$ cat src/rtl/mul_seq_pkg.sv
// Shared types and sizes for the sequential 32x32 multiplier controller.
package mul_seq_pkg;

  localparam int unsigned PP_STEPS = 16;
  localparam int unsigned BYTE_W   = 8;
  localparam int unsigned OP_W     = 32;
  localparam int unsigned PROD_W   = 64;
  localparam int unsigned STEP_W   = $clog2(PP_STEPS);

  typedef logic req_id_t;

  typedef enum logic [2:0] {
    ST_IDLE,
    ST_START,
    ST_RUN,
    ST_CAPTURE,
    ST_RESP
  } state_e;

  // Two's-complement magnitude; 0x8000_0000 maps to itself and reads as unsigned.
  function automatic logic [OP_W-1:0] op_mag(input logic [OP_W-1:0] x);
    return x[OP_W-1] ? OP_W'(~x + OP_W'(1)) : x;
  endfunction

  function automatic logic [BYTE_W-1:0] byte_sel(input logic [OP_W-1:0] x,
                                                 input logic [1:0]      idx);
    return x[32'(idx) * BYTE_W +: BYTE_W];
  endfunction

endpackage

$ cat src/rtl/rr_arb2.sv
// Two-requester round-robin arbiter; the winner loses priority once accepted.
module rr_arb2
  import mul_seq_pkg::*;
#(
  parameter bit ARB_INIT = 1'b0
) (
  input  logic       clk,
  input  logic       reset_n,
  input  logic [1:0] req,
  input  logic       en,
  output logic [1:0] gnt_c,
  output req_id_t    gnt_id_c
);

  req_id_t prio;

  // Lone requester wins outright; a tie goes to the holder of priority.
  always_comb begin
    gnt_id_c = prio;
    if (req[0] && !req[1]) gnt_id_c = 1'b0;
    else if (req[1] && !req[0]) gnt_id_c = 1'b1;
    gnt_c = '0;
    if (en && req[gnt_id_c]) gnt_c[gnt_id_c] = 1'b1;
  end

  always_ff @(posedge clk or negedge reset_n) begin
    if (!reset_n) begin
      prio <= ARB_INIT;
    end else if (|gnt_c) begin
      prio <= ~gnt_id_c;
    end
  end

endmodule

$ cat src/rtl/mul_seq_ctrl.sv
// Sequential 32x32 multiplier controller driving an external 8x8 multiplier and
// 16-step accumulator. Define SIGNED_MUL_EN to honour the per-request signed flag.
module mul_seq_ctrl
  import mul_seq_pkg::*;
#(
  parameter bit ARB_INIT = 1'b0
) (
  input  logic        clk,
  input  logic        reset_n,
  input  logic        req0_valid,
  output logic        req0_ready,
  input  logic [31:0] req0_a,
  input  logic [31:0] req0_b,
  input  logic        req0_signed,
  input  logic        req1_valid,
  output logic        req1_ready,
  input  logic [31:0] req1_a,
  input  logic [31:0] req1_b,
  input  logic        req1_signed,
  output logic        rsp_valid,
  input  logic        rsp_ready,
  output logic        rsp_id,
  output logic [63:0] rsp_product,
  output logic [7:0]  mul_a_byte,
  output logic [7:0]  mul_b_byte,
  output logic        acc_start,
  input  logic [63:0] acc_product,
  output logic        busy
);

  state_e            state;
  logic [STEP_W-1:0] step;
  logic [STEP_W-1:0] step_nx_c;
  logic [OP_W-1:0]   a_q;
  logic [OP_W-1:0]   b_q;
  req_id_t           id_q;
  logic [1:0]        gnt_c;
  req_id_t           gnt_id_c;
  logic              accept_c;
  logic [OP_W-1:0]   sel_a_c;
  logic [OP_W-1:0]   sel_b_c;

  rr_arb2 #(.ARB_INIT(ARB_INIT)) u_arb (
    .clk      (clk),
    .reset_n  (reset_n),
    .req      ({req1_valid, req0_valid}),
    .en       (state == ST_IDLE),
    .gnt_c    (gnt_c),
    .gnt_id_c (gnt_id_c)
  );

  assign req0_ready = gnt_c[0];
  assign req1_ready = gnt_c[1];
  assign accept_c   = |gnt_c;
  assign sel_a_c    = gnt_id_c ? req1_a : req0_a;
  assign sel_b_c    = gnt_id_c ? req1_b : req0_b;
  assign step_nx_c  = step + STEP_W'(1);

`ifdef SIGNED_MUL_EN
  logic neg_q;
  logic sel_s_c;
  assign sel_s_c = gnt_id_c ? req1_signed : req0_signed;
`else
  logic unused_signed;
  assign unused_signed = req0_signed ^ req1_signed;
`endif

  always_ff @(posedge clk or negedge reset_n) begin
    if (!reset_n) begin
      state       <= ST_IDLE;
      step        <= '0;
      a_q         <= '0;
      b_q         <= '0;
      id_q        <= 1'b0;
`ifdef SIGNED_MUL_EN
      neg_q       <= 1'b0;
`endif
      rsp_valid   <= 1'b0;
      rsp_id      <= 1'b0;
      rsp_product <= '0;
      mul_a_byte  <= '0;
      mul_b_byte  <= '0;
      acc_start   <= 1'b0;
      busy        <= 1'b0;
    end else begin
      case (state)
        ST_IDLE: begin
          if (accept_c) begin
`ifdef SIGNED_MUL_EN
            a_q   <= sel_s_c ? op_mag(sel_a_c) : sel_a_c;
            b_q   <= sel_s_c ? op_mag(sel_b_c) : sel_b_c;
            neg_q <= sel_s_c & (sel_a_c[OP_W-1] ^ sel_b_c[OP_W-1]);
`else
            a_q   <= sel_a_c;
            b_q   <= sel_b_c;
`endif
            id_q      <= gnt_id_c;
            acc_start <= 1'b1;
            busy      <= 1'b1;
            state     <= ST_START;
          end
        end
        ST_START: begin
          step       <= '0;
          mul_a_byte <= byte_sel(a_q, 2'b00);
          mul_b_byte <= byte_sel(b_q, 2'b00);
          state      <= ST_RUN;
        end
        // Byte registers are loaded one step ahead so they line up with step.
        ST_RUN: begin
          if (step == STEP_W'(PP_STEPS - 1)) begin
            mul_a_byte <= '0;
            mul_b_byte <= '0;
            acc_start  <= 1'b0;
            state      <= ST_CAPTURE;
          end else begin
            step       <= step_nx_c;
            mul_a_byte <= byte_sel(a_q, step_nx_c[1:0]);
            mul_b_byte <= byte_sel(b_q, step_nx_c[STEP_W-1:2]);
          end
        end
        ST_CAPTURE: begin
`ifdef SIGNED_MUL_EN
          rsp_product <= neg_q ? PROD_W'(~acc_product + PROD_W'(1)) : acc_product;
`else
          rsp_product <= acc_product;
`endif
          rsp_id    <= id_q;
          rsp_valid <= 1'b1;
          state     <= ST_RESP;
        end
        ST_RESP: begin
          if (rsp_ready) begin
            rsp_valid <= 1'b0;
            rsp_id    <= 1'b0;
            busy      <= 1'b0;
            state     <= ST_IDLE;
          end
        end
        default: state <= ST_IDLE;
      endcase
    end
  end

endmodule

$ cat config.mk
export PLATFORM = sky130hd
export DESIGN_NAME = mul_seq_ctrl
export DESIGN_NICKNAME = d
export VERILOG_FILES = /design/src/rtl/mul_seq_pkg.sv /design/src/rtl/rr_arb2.sv /design/src/rtl/mul_seq_ctrl.sv
export SDC_FILE = /design/constraint.sdc
export NUM_CORES = 1
export LEC_CHECK = 0
export ABC_AREA = 1
export BUFFER_PORTS_ARGS = -buffer_cell sky130_fd_sc_hd__buf_2
export CAP_MARGIN = 5
export CORE_MARGIN = 10
export CORE_UTILIZATION = 52
export DETAILED_ROUTE_END_ITERATION = 16
export PLACE_DENSITY_LB_ADDON = 0.05
export SKIP_LAST_GASP = 1
export SLEW_MARGIN = 10
export SYNTH_ARGS = -nofsm -noshare
export SYNTH_HDL_FRONTEND = slang
export SYNTH_SLANG_ARGS = --single-unit
export TNS_END_PERCENT = 5
$ cat constraint.sdc
create_clock -name clk -period 4.2 [get_ports clk]
set_clock_uncertainty 0.15 [all_clocks]
set_input_delay 0.21 -clock clk [delete_from_list [all_inputs] [get_ports clk]]
set_output_delay 0.21 -clock clk [all_outputs]
set_load 0.05 [all_outputs]
Yosys cells after proc, flatten, opt, wreduce, memory -nomap -nowiden
Index checks and enable logic that the tools add are counted.
- bits in registers: 157
- logic and storage cells: 72
- add/sub/neg operators: 1
- order comparisons: 2
- equality and inequality tests: 9
- shift-type cells: 2
- multiplexer cells: 26
- bitwise logic cells: 1
- reductions and logical operators: 18
- operator list (operator ; number):
    32-bit two-way mux ; 2
    32-bit by 6-bit indexed part select with 8-bit output ; 2
    8-bit case mux with 2 select lines ; 2
    8-bit two-way mux ; 2
    3-bit case mux with 5 select lines ; 1
    3-bit two-way mux ; 3
    3-bit AND reduction ; 3
    1-bit two-way mux ; 8
    2-bit != test (second input constant) ; 4
    1-bit case mux with 2 select lines ; 4
    4-bit case mux with 2 select lines ; 1
    2-bit nonzero test ; 4
    3-bit by 2-bit equality test with 1-bit output (second input constant) ; 2
    2-bit AND reduction ; 3
    4-bit by 1-bit adder with 4-bit output (second input constant) ; 1
    4-bit equality test (second input constant) ; 1
    1-bit logical AND ; 4
    4-bit two-way mux ; 1
    3-bit by 1-bit equality test with 1-bit output (second input constant) ; 1
    3-bit equality test (second input constant) ; 1
    3-bit zero test ; 1
    1-bit zero test ; 2
    1-bit by 2-bit < comparator with 1-bit output (second input constant) ; 1
    2-bit two-way mux ; 1
    4 further kinds ; 4

Depth between registers and ports, before layout
- word-level depth: 12
- depth in mapped cells: 10
- gate-level depth less buffers: 9

Modules after synthesis
Synthesis repeated with hierarchy kept, for this count alone.
- cell total of the unflattened synthesis: 780
- area, all modules: 7214.4 um^2
- modules (own cells, without submodules) (module ; instances ; cells each ; area each (um^2) ; seq. area each (um^2)):
    mul_seq_ctrl ; 1 ; 766 ; 7138.1 ; 3903.7
    rr_arb2 ; 1 ; 14 ; 76.3 ; 25.0

Worst setup path before layout
Ideal clock, no wire load.
- path kind: register -> register
- start point: reg step[1]
- end point: reg mul_a_byte[0]
- library setup time: 77 ps
- arrival time: 1524 ps
- path slack: 2449 ps
- stages on the path, launching flop included: 8
- path buffers: 2
- cell sequence: dfrtp_1 ha_1 clkbuf_1 clkbuf_1 o21ai_0 o21ai_0 nand2_1 a21oi_1
- word-level cells in the longest chain between the ends: 4
- elaborated cells on any way between the ends: 5
- those cells by class: add/sub (1); eq/ne (1); shift (1); mux (2)
- RTL lines (what ; RTL line ; RTL):
    start, declared ; mul_seq_ctrl.sv:32 ; logic [STEP_W-1:0] step;
    start signal, assigned ; mul_seq_ctrl.sv:117 ; step <= step_nx_c;
    4-bit by 1-bit adder with 4-bit output ; mul_seq_ctrl.sv:57 ; assign step_nx_c = step + STEP_W'(1);
    32-bit by 6-bit indexed part select with 8-bit output ; mul_seq_pkg.sv:27 ; return x[32'(idx) * BYTE_W +: BYTE_W];
    8-bit two-way mux (*) ; mul_seq_ctrl.sv:111 ; if (step == STEP_W'(PP_STEPS - 1)) begin
    8-bit case mux with 2 select lines (*) ; mul_seq_ctrl.sv:86 ; case (state)
    end signal, assigned ; mul_seq_ctrl.sv:105 ; mul_a_byte <= byte_sel(a_q, 2'b00);
    end signal, assigned ; mul_seq_ctrl.sv:118 ; mul_a_byte <= byte_sel(a_q, step_nx_c[1:0]);
    end, declared ; mul_seq_ctrl.sv:24 ; output logic [7:0] mul_a_byte,
Mark *: on every way between the ends. The rest lies on a longest branch, timed or not.
A chain may end at the register's enable or synchronous reset.

Worst setup path in the final report
- start point: reg state[0]
- end point: reg b_q[14]
- word-level cells in the longest chain between the ends: 5
- RTL lines (what ; RTL line ; RTL):
    start, declared ; mul_seq_ctrl.sv:31 ; state_e state;
    start signal, assigned ; mul_seq_ctrl.sv:70 ; state <= ST_IDLE;
    start signal, assigned ; mul_seq_ctrl.sv:100 ; state <= ST_START;
    start signal, assigned ; mul_seq_ctrl.sv:107 ; state <= ST_RUN;
    3-bit zero test (*) ; mul_seq_ctrl.sv:47, mul_seq_ctrl.sv:86 ;
    1-bit logical AND ; rr_arb2.sv:23 ; if (en && req[gnt_id_c]) gnt_c[gnt_id_c] = 1'b1;
    2-bit two-way mux ; rr_arb2.sv:23 ;
    2-bit OR reduction ; mul_seq_ctrl.sv:54 ; assign accept_c = |gnt_c;
    2-bit AND reduction (no line) (*) ; -- ;
    end signal, assigned ; mul_seq_ctrl.sv:95 ; b_q <= sel_b_c;
    end, declared ; mul_seq_ctrl.sv:35 ; logic [OP_W-1:0] b_q;
Marks and branches as above.

==> flow_summary.json <==
{
  "status": "complete, no violations",
  "grt_overflow_total": 0,
  "clock_sinks": 157,
  "critical_path_class": "flop to flop",
  "slew_headroom": 0.493,
  "area_delta_synth_final_pct": 57.9,
  "ctsHtreeMaxLevel": 4,
  "cp-end-kind": "flop",
  "reg2reg_from": "state[0]",
  "ant_nets": 0,
  "syn_inst": 741,
  "drt-initial-drc-count": 483,
  "yosysWarnings": 0,
  "finalSetupTns_ps": 0,
  "antenna_found_initial": 3,
  "setup_viol": 0,
  "top_layer": "met4",
  "synth_nets": 941,
  "max_freq_mhz": 303,
  "rsz0062_at_grt": "no",
  "syn_area_sq_um": 6980,
  "vias_per_cell": 5.13,
  "gp_congestion": 0.835,
  "vias": 7159,
  "cts_buffer_depth": 2,
  "worst_ep_arrival_time_ps": 3520,
  "hold_ws_ps": 205,
  "detailed_place.area_sq_um": 8480,
  "yosysTopAreaCellShare": 0.563,
  "r2r_cells": 8,
  "synth_seq_cells": 157,
  "start_util": 0.529,
  "cts_resized": 0,
  "powerDensity_nw_per_um2": 864,
  "io_pins": 285,
  "route.detailed.drc": 0,
  "die_w_um": 136,
  "nFillCells": 751,
  "wl_per_cell_um": 18.8,
  "finalHoldViolCount": 0,
  "hold_class": "input port to asynchronous set/reset pin",
  "synth_top_area_cell": "dfrtp_1",
  "cts_tree": "built",
  "cts_buffers": 17,
  "crit_path_max_fanout": 46,
  "first_pass_iters": 5,
  "worstSetupStartpointType": "flop",
  "core_area_sq_um": 13200,
  "ys_top_cells_by_area": "dfrtp_1 (56%), nand2_1 (13%), mux2_2 (10%)",
  "worst_slew_pin_slew_ps": 760,
  "yosysSeqAreaShare": 0.563,
  "slew_violations": 0,
  "setup_slack_ps": 894,
  "cp_data_required_time_ps": 4410,
  "max-cap-violations": 0,
  "clock_latency_ps": 430,
  "final_util": 0.836,
  "wl_met1_mm": 10.6,
  "clk_pin_slew_worst_paths_ps": 60,
  "cts_root_buffer": "clkbuf_16",
  "io_buffers": 282,
  "die_y_um": 136,
  "wl_met3_mm": 1.87,
  "wl_mm": 26.2,
  "r2r-end": "b_q[14]",
  "die_area_sq_um": 18500,
  "min_period_over_period": 0.787,
  "vdd_drop_max_mv": 0.386,
  "min_period_ps": 3310,
  "leakagePower_nw": 5.41,
  "synth.avg_cell_area_sq_um": 9.42,
  "r2r_slack_ps": 890,
  "fin_area_sq_um": 11000,
  "dp_slack_ps": 1420,
  "drive_gt1_frac": 0.322,
  "grt_pass1_vias": 7603,
  "dpl.hpwl_mm": 15.5,
  "nets": 1403,
  "synth_cell_types": 25,
  "grt_use_total": 0.282,
  "met2_length_mm": 13.0,
  "grt_pass1_wl_mm": 41.2,
  "num_rows": 42,
  "grt_max_degree": 77
}
-- what timing repair did --
action / CTS / global route
setup buffers: 0 / 0
hold buffers: 194 / 0
hold endpoints to repair: 206 / 0
-- metrics by stage --
stage | instances | power, mW
final | 1395 | 9.53
after global routing | 1395 | 10.0
after detailed placement | 1166 | 7.07
after floorplan | 741 | 5.96
after CTS | 1392 | 9.36
after global placement | 1166 | 6.99
-- layout by cell type, fill, tap and decap left out, types with 3 or more instances in the layout --
cell type      count
inv_1             36
nor2_1            28
clkbuf_8           3
mux2_2            64
diode_2            3
buf_4              6
o211ai_1          24
clkinvlp_4         4
dfrtp_1          157
clkbuf_16         17
nand3_1           67
a21oi_1           24
buf_2            281
o21ai_0           44
dlygate4sd3_1    194
nand2_1          237
inv_6              4
-- how the worst max path moves through the flow --
stage,startpoint,to,slack (ps),depth (start not counted)
6_report,state[0],b_q[14],890,8
5_1_grt,state[0],b_q[14],710,8
4_1_cts,state[0],b_q[27],980,8
3_5_place_dp,step[0],step[3],1420,7
3_3_place_gp,step[0],step[2],1500,7
2_1_floorplan,step[1],mul_a_byte[0],2450,7
-- logic make-up (layout without fill, tap and decap cells) --
group	Yosys count	after routing	synth area share
simple gates	344	344	0.201
flops	157	157	0.563
compound gates	98	98	0.0805
buf+inv	77	552	0.0505
mux	64	64	0.103
fa+ha+maj	1	1	0.00179
other cells	0	3	0
-- area by class of cell --
type	count	area [sq um]	share of cell area
well taps	176	220	0.0200
multi-input cells	507	2720	0.247
clock inverters	11	130	0.0118
clock buffers	21	470	0.0427
diodes	3	7.51	0.000681
inverters	38	143	0.0129
repair buffers	482	3400	0.309
flip-flops and latches	157	3930	0.356
-- report_power, final --
part           internal (mW)  total, mW  leakage, nW  switching, mW
Sequential              2.28       2.74         1.88          0.460
Combinational           1.88       5.21         3.24           3.33
Clock                  0.929       1.57        0.283          0.643
Total                   5.09       9.53         5.41           4.44
-- layer usage --
metal / global-route usage / vias up
met3: 0.0653 / 47
li1: - / 3366
met1: 0.345 / 3431
met5: 0 / -
met2: 0.475 / 315
met4: 0.108 / 0
-- critical path, cell delays in order (launching register included) --
cell,delay [ps]
dfrtp_1,430
nor3_2,330
o21ai_4,80
buf_4,300
nor2_4,540
buf_4,530
nand2_1,140
o211ai_1,120
dlygate4sd3_1,580
-- synth_stat cells --
cell and instances:
buf_4 11, nand2_1 237, o21ai_1 1, nor3_2 1, nor2_2 3, dfrtp_1 157
o21ai_0 44, nand3_1 68, o211ai_1 24, inv_1 36, clkbuf_1 10, nor2_1 28
nand4_1 2, a21oi_1 24, ha_1 1, inv_2 1, buf_2 18, nand3b_1 1
clkinv_1 1, nor3_1 2, mux2_2 64, o21bai_1 2, o21ai_2 1, o22ai_1 2
nand2_2 2
-- state kept, by name, indices dropped and copies added, names as in the netlist --
register / flops
a_q: 32
state: 3
b_q: 32
rsp_id: 1
mul_a_byte: 8
busy: 1
mul_b_byte: 8
u_arb.prio: 1
step: 4
rsp_product: 64
acc_start: 1
id_q: 1
rsp_valid: 1
Note: power is estimated with default switching activity, not from simulation.
